$ cat config.mk
export PLATFORM = sky130hd
export DESIGN_NAME = spi_bus_master
export DESIGN_NICKNAME = d
export VERILOG_FILES = /design/src/rtl/spi_bus_master.sv
export SDC_FILE = /design/constraint.sdc
export NUM_CORES = 1
export LEC_CHECK = 0
export BUFFER_PORTS_ARGS = -buffer_cell sky130_fd_sc_hd__buf_2
export CORE_UTILIZATION = 50
export CTS_CLUSTER_SIZE = 16
export DETAILED_ROUTE_END_ITERATION = 6
export PLACE_DENSITY = 0.71
export SLEW_MARGIN = 20
export SYNTH_ARGS = -nofsm -noshare
export SYNTH_HDL_FRONTEND = slang
export SYNTH_SLANG_ARGS = --single-unit
export TNS_END_PERCENT = 50
$ cat constraint.sdc
create_clock -name Clk -period 2.16 [get_ports Clk]
set_input_delay 0.324 -clock Clk [delete_from_list [all_inputs] [get_ports Clk]]
set_output_delay 0.324 -clock Clk [all_outputs]
set_load 0.05 [all_outputs]
$ cat src/rtl/spi_bus_master.sv
// spi_bus_master: CPU-mapped SPI mode-0 master with control/status/data/chip-select registers
module spi_bus_master (
  input  logic       Clk,
  input  logic       Reset_H,
  input  logic       SPI_Enable_H,
  input  logic [3:0] Address,
  input  logic       RW,
  input  logic [7:0] DataIn,
  output logic [7:0] DataOut,
  output logic       DTACK_L,
  output logic       IRQ_L,
  output logic       SCLK,
  output logic       MOSI,
  input  logic       MISO,
  output logic [7:0] CS_L
);
  typedef enum logic [1:0] {IDLE, LOW, HIGH} state_t;
  state_t st, nxt;
  logic en_q, spie, spe, spif, wcol;
  logic [1:0] div, div_q;
  logic [7:0] spcs, spdr_rx, tx, rx, rd;
  logic [3:0] cnt, h_last;
  logic [2:0] bit_cnt;
  logic acc, wr, wr_sr, start, done, half_done;
  assign IRQ_L = !(spif && spie);
  assign CS_L = spcs;
  // bus strobe edge detect, half-period timing, next shift state and read mux
  always_comb begin
    acc = SPI_Enable_H && !en_q;
    wr = acc && !RW;
    wr_sr = wr && Address == 4'h2;
    h_last = {div_q == 2'd3, div_q[1], div_q != 2'd0, 1'b1};
    half_done = cnt == h_last;
    start = wr && Address == 4'h4 && spe && st == IDLE;
    nxt = st;
    if (st != IDLE && !spe) nxt = IDLE;
    else if (start) nxt = LOW;
    else if (st == LOW && half_done) nxt = HIGH;
    else if (st == HIGH && half_done) nxt = bit_cnt == 3'd7 ? IDLE : LOW;
    done = st == HIGH && nxt == IDLE && spe;
    rd = Address == 4'h0 ? {spie, spe, 4'b0, div} :
         Address == 4'h2 ? {spif, wcol, 5'b0, st != IDLE} :
         Address == 4'h4 ? spdr_rx :
         Address == 4'h6 ? spcs : 8'h00;
  end
  // shift engine state register
  always_ff @(posedge Clk) begin
    if (Reset_H) st <= IDLE;
    else st <= nxt;
  end
  // registers, bus handshake and shift datapath
  always_ff @(posedge Clk) begin
    if (Reset_H) begin
      en_q <= 1'b1;
      DTACK_L <= 1'b1;
      DataOut <= 8'h00;
      {spie, spe, div} <= 4'h0;
      spcs <= 8'hFF;
      spif <= 1'b0;
      wcol <= 1'b0;
      spdr_rx <= 8'h00;
      SCLK <= 1'b0;
      MOSI <= 1'b0;
      cnt <= 4'd0;
      bit_cnt <= 3'd0;
      div_q <= 2'd0;
      tx <= 8'h00;
      rx <= 8'h00;
    end else begin
      en_q <= SPI_Enable_H;
      DTACK_L <= acc ? 1'b0 : !SPI_Enable_H ? 1'b1 : DTACK_L;
      DataOut <= SPI_Enable_H && RW ? rd : 8'h00;
      if (wr && Address == 4'h0) {spie, spe, div} <= {DataIn[7:6], DataIn[1:0]};
      if (wr && Address == 4'h6) spcs <= DataIn;
      spif <= done || (spif && !(wr_sr && DataIn[7]));
      wcol <= (wr && Address == 4'h4 && spe && st != IDLE) || (wcol && !(wr_sr && DataIn[6]));
      cnt <= nxt != st ? 4'd0 : cnt + 4'd1;
      if (done) spdr_rx <= rx;
      if (start) begin
        tx <= DataIn;
        MOSI <= DataIn[7];
        SCLK <= 1'b0;
        div_q <= div;
        bit_cnt <= 3'd0;
      end else if (nxt == IDLE) begin
        SCLK <= 1'b0;
        MOSI <= 1'b0;
      end else if (st == LOW && nxt == HIGH) begin
        SCLK <= 1'b1;
        rx <= {rx[6:0], MISO};
      end else if (st == HIGH && nxt == LOW) begin
        SCLK <= 1'b0;
        MOSI <= tx[6];
        tx <= {tx[6:0], 1'b0};
        bit_cnt <= bit_cnt + 3'd1;
      end
    end
  end
endmodule

==> run_results.csv <==
group,metric,value,unit
floorplan,ioPinCount,37,
global_routing,grt-ovfl-total,0,
power,p_sw_share,23.20,%
timing,rsz0062_at_grt,"false",
floorplan,coreArea,0.004848,mm²
cts,htree_num_levels,3,
floorplan,core.rowCount,25,
yosys,syn_inst,277,
power,power_density,828.1,mW/mm²
flow_run,cap_violations,0,
final_layout,seq_area,0.001201,mm²
yosys,synth_edf_count,0,
floorplan,start_util,53.42,%
placed_design,numPortBuffers,36,
yosys,ys_seq_area_share,46.38,%
floorplan,dieArea,0.005472,mm²
yosys,yosys.area.top_type,"dfxtp_1",
timing,slew_violations,0,
timing,fmax,501.8,MHz
placed_design,placed_cells,376,
power,p_switching,593.7,µW
critical_path,critPathRequiredTime,2.43,ns
power,vdd_drop_max,0.6759,mV
global_routing,grt.total_usage,23.64,%
placed_design,gp_congestion,0.8416,
timing,slew_headroom,65.49,%
final_layout,fin_cells,392,
critical_path,critPathArrivalTime,2.26,ns
yosys,ys_ff_latch,60,
final_layout,layout.nets,340,
cts,ctsHoldBuffers,0,
drt,viasPerCell,5.536,
cts,cts_root_buf,"clkbuf_8",
yosys,syn_area_per_cell,9.350,µm²
yosys,synth.distinct_cells,49,
global_routing,grt_first_pass_wirelength,9.494,mm
final_layout,drive_gt1_share,24.00,%
yosys,synthTopCellsByArea,"dfxtp_1 46%, mux2i_1 9.7%, nand2_1 8.4%",
floorplan,die_h,73.97,µm
timing,worstMarginPinSlew,0.5123,ns
cts,clkTransAtPathRegs,0.07,ns
floorplan,die_w,73.97,µm
timing,finalCriticalPeriod,1.993,ns
drt,drt_first_pass_iters,4,
power,p_comb_share,7.5,%
global_routing,antenna_found_initial,0,
cts,cts_setup_buffers,0,
drt,drc_errors,0,
timing,finalSetupViolCount,0,
cts,clockBufferDepth,2,
final_layout,area_growth,19.32,%
critical_path,criticalPathCategory,"reg2reg",
cts,cts_tree,"built",
global_routing,grt_pass1_vias,2025,
cts,cts.sinks,60,
power,seqPwrFrac,44.7,%
drt,drt_iter0_markers,162,
global_routing,grt_max_degree,26,
cts,numCtsBuffers,9,
yosys,synth_top_area_share,46.38,%
drt,routed_wl,5.686,mm
yosys,synth_fp_nets,297,
drt,ant_nets,0,
placed_design,dpl.hpwl,4.137,mm
yosys,synthArstFlopShare,0,%
final_layout,postLayoutCoreUtil,63.74,%
run_status,status,"complete, no violations",
critical_path,start_kind,"flop",
hold_path,hp-class,"in2reg",
cts,clk_latency,0.34,ns
final_layout,diodes,0,
timing,fin_skew,0.01108,ns
drt,wl_per_cell,14.51,µm
critical_path,crit_fanout,7,
final_layout,multi_input_area,0.001282,mm²
power,power.total,2559,µW
timing,finalHoldViolations,0,
yosys,syn_area,0.002590,mm²
yosys,ys.flop_type,"dfxtp_1",
power,p_leak,0.001323,µW
drt,routed-via-count,2170,
final_layout,fill_cells,413,
timing,period_share,92.26,%
critical_path,endpoint_kind,"flop",
timing,setup_tns,0,ns
cts,cts_resized,0,
power,p_int,1966,µW
power,pwr-share-clk,47.8,%
yosys,yosys_warnings,0,
-- worst max-delay path: stages (launching register included) --
cell and delay [ns]:
dfxtp_1 0.34, or4_4 0.55, nor2_4 0.19, o21ai_4 0.13, nor3_4 0.45, mux2i_1 0.25
-- power groups by stage --
| stage | Combinational (µW) | Clock, µW | Sequential [µW] |
|---|---|---|---|
| final | 192 | 1220 | 1140 |
| after global routing | 211 | 1290 | 1150 |
| after CTS | 191 | 1230 | 1140 |
| after detailed placement | 191 | 0 | 1170 |
| after global placement | 189 | 0 | 1170 |
| after floorplan | 137 | 0 | 1160 |
-- final timing paths --
kind / from / end / slack (ns) / cells past startpoint
worst min register to register: DTACK_L$_SDFFE_PP1P_ / DTACK_L$_SDFFE_PP1P_ / 0.46 / 2
worst max-delay path: div_q[0]$_SDFFE_PP0N_ / spdr_rx[2]$_SDFFE_PP0P_ / 0.17 / 5
worst max register to register: div_q[0]$_SDFFE_PP0N_ / spdr_rx[2]$_SDFFE_PP0P_ / 0.17 / 5
worst min-delay path: SPI_Enable_H / en_q$_SDFF_PP1_ / 0.21 / 2
-- layout make-up --
class                      count  area share (%)
clock buffer                  10           4.130
clock inverter                 6           3.644
inverter                       2          0.2429
multi-input combinational    200           41.50
sequential                    60           38.87
tap                           67           2.713
timing repair buffer          47           8.907
-- layout by cell type, fill, tap and decap left out, drive strengths merged, types with 3 or more instances in the layout --
cell and count:
buf 47, ha 3, a211oi 6, dfxtp 60
nor2 18, bufinv 3, nand2 58, a22oi 9
o21ai 3, nor3 8, nor2b 4, a21oi 15
mux2i 25, clkbuf 10, clkinv 4, nand3 14
o211ai 4
-- synth_stat cells (2+ instances only) --
| cell | count |
|---|---|
| ha_1 | 3 |
| and2_1 | 2 |
| buf_6 | 3 |
| nand3_1 | 14 |
| buf_2 | 3 |
| or2_2 | 2 |
| nor2_1 | 17 |
| xor2_1 | 2 |
| clkbuf_1 | 7 |
| nor3_1 | 7 |
| a22oi_1 | 9 |
| o211ai_1 | 4 |
| o21ai_0 | 2 |
| dfxtp_1 | 60 |
| nor2b_1 | 4 |
| mux2i_1 | 25 |
| mux2_2 | 2 |
| a21oi_1 | 15 |
| nor4bb_1 | 2 |
| nand2_1 | 58 |
| nor4_1 | 2 |
| a211oi_1 | 6 |
| nand4_1 | 2 |
-- through the flow --
stage | instance area (µm²) | hold slack, ns | setup WS (ns)
after floorplan | 2590 | 0.4263 | 0.3669
after global placement | 2850 | 0.4331 | 0.2319
after detailed placement | 2850 | 0.4400 | 0.1537
after CTS | 3090 | 0.1951 | 0.1482
after global routing | 3090 | 0.2107 | 0.04542
final | 3090 | 0.2076 | 0.1672
-- kinds of logic (layout without fill, tap and decap cells) --
kind of cell             Yosys count  count (layout)  share of synthesized area (%)
flip-flops                        60              60                          46.38
AND/OR/NAND/NOR                  122             122                          23.77
adder cells (fa/ha/maj)            3               3                          1.449
AO/OA/AOI/OAI                     45              45                          12.75
multiplexers                      27              27                          10.53
XOR/XNOR                           3               3                          1.015
buffers and inverters             17              65                          4.106
-- state kept, by name, summed over array words and instances (netlist names), 2 cells and up --
signal   cells
CS_L         8
DataOut      8
rx           8
spdr_rx      8
tx           7
cnt          4
bit_cnt      3
div          2
div_q        2
st           2
-- per-layer routing --
| layer | GRT usage (%) | up-vias | part of all wire, % |
|---|---|---|---|
| li1 | - | 1072 | - |
| met1 | 32.91 | 1018 | 47 |
| met2 | 34.75 | 73 | 45 |
| met3 | 6.369 | 7 | 6.7 |
| met4 | 9.615 | 0 | 1.3 |
| met5 | 0 | - | 0 |
Power figures use the tool's default switching activity.
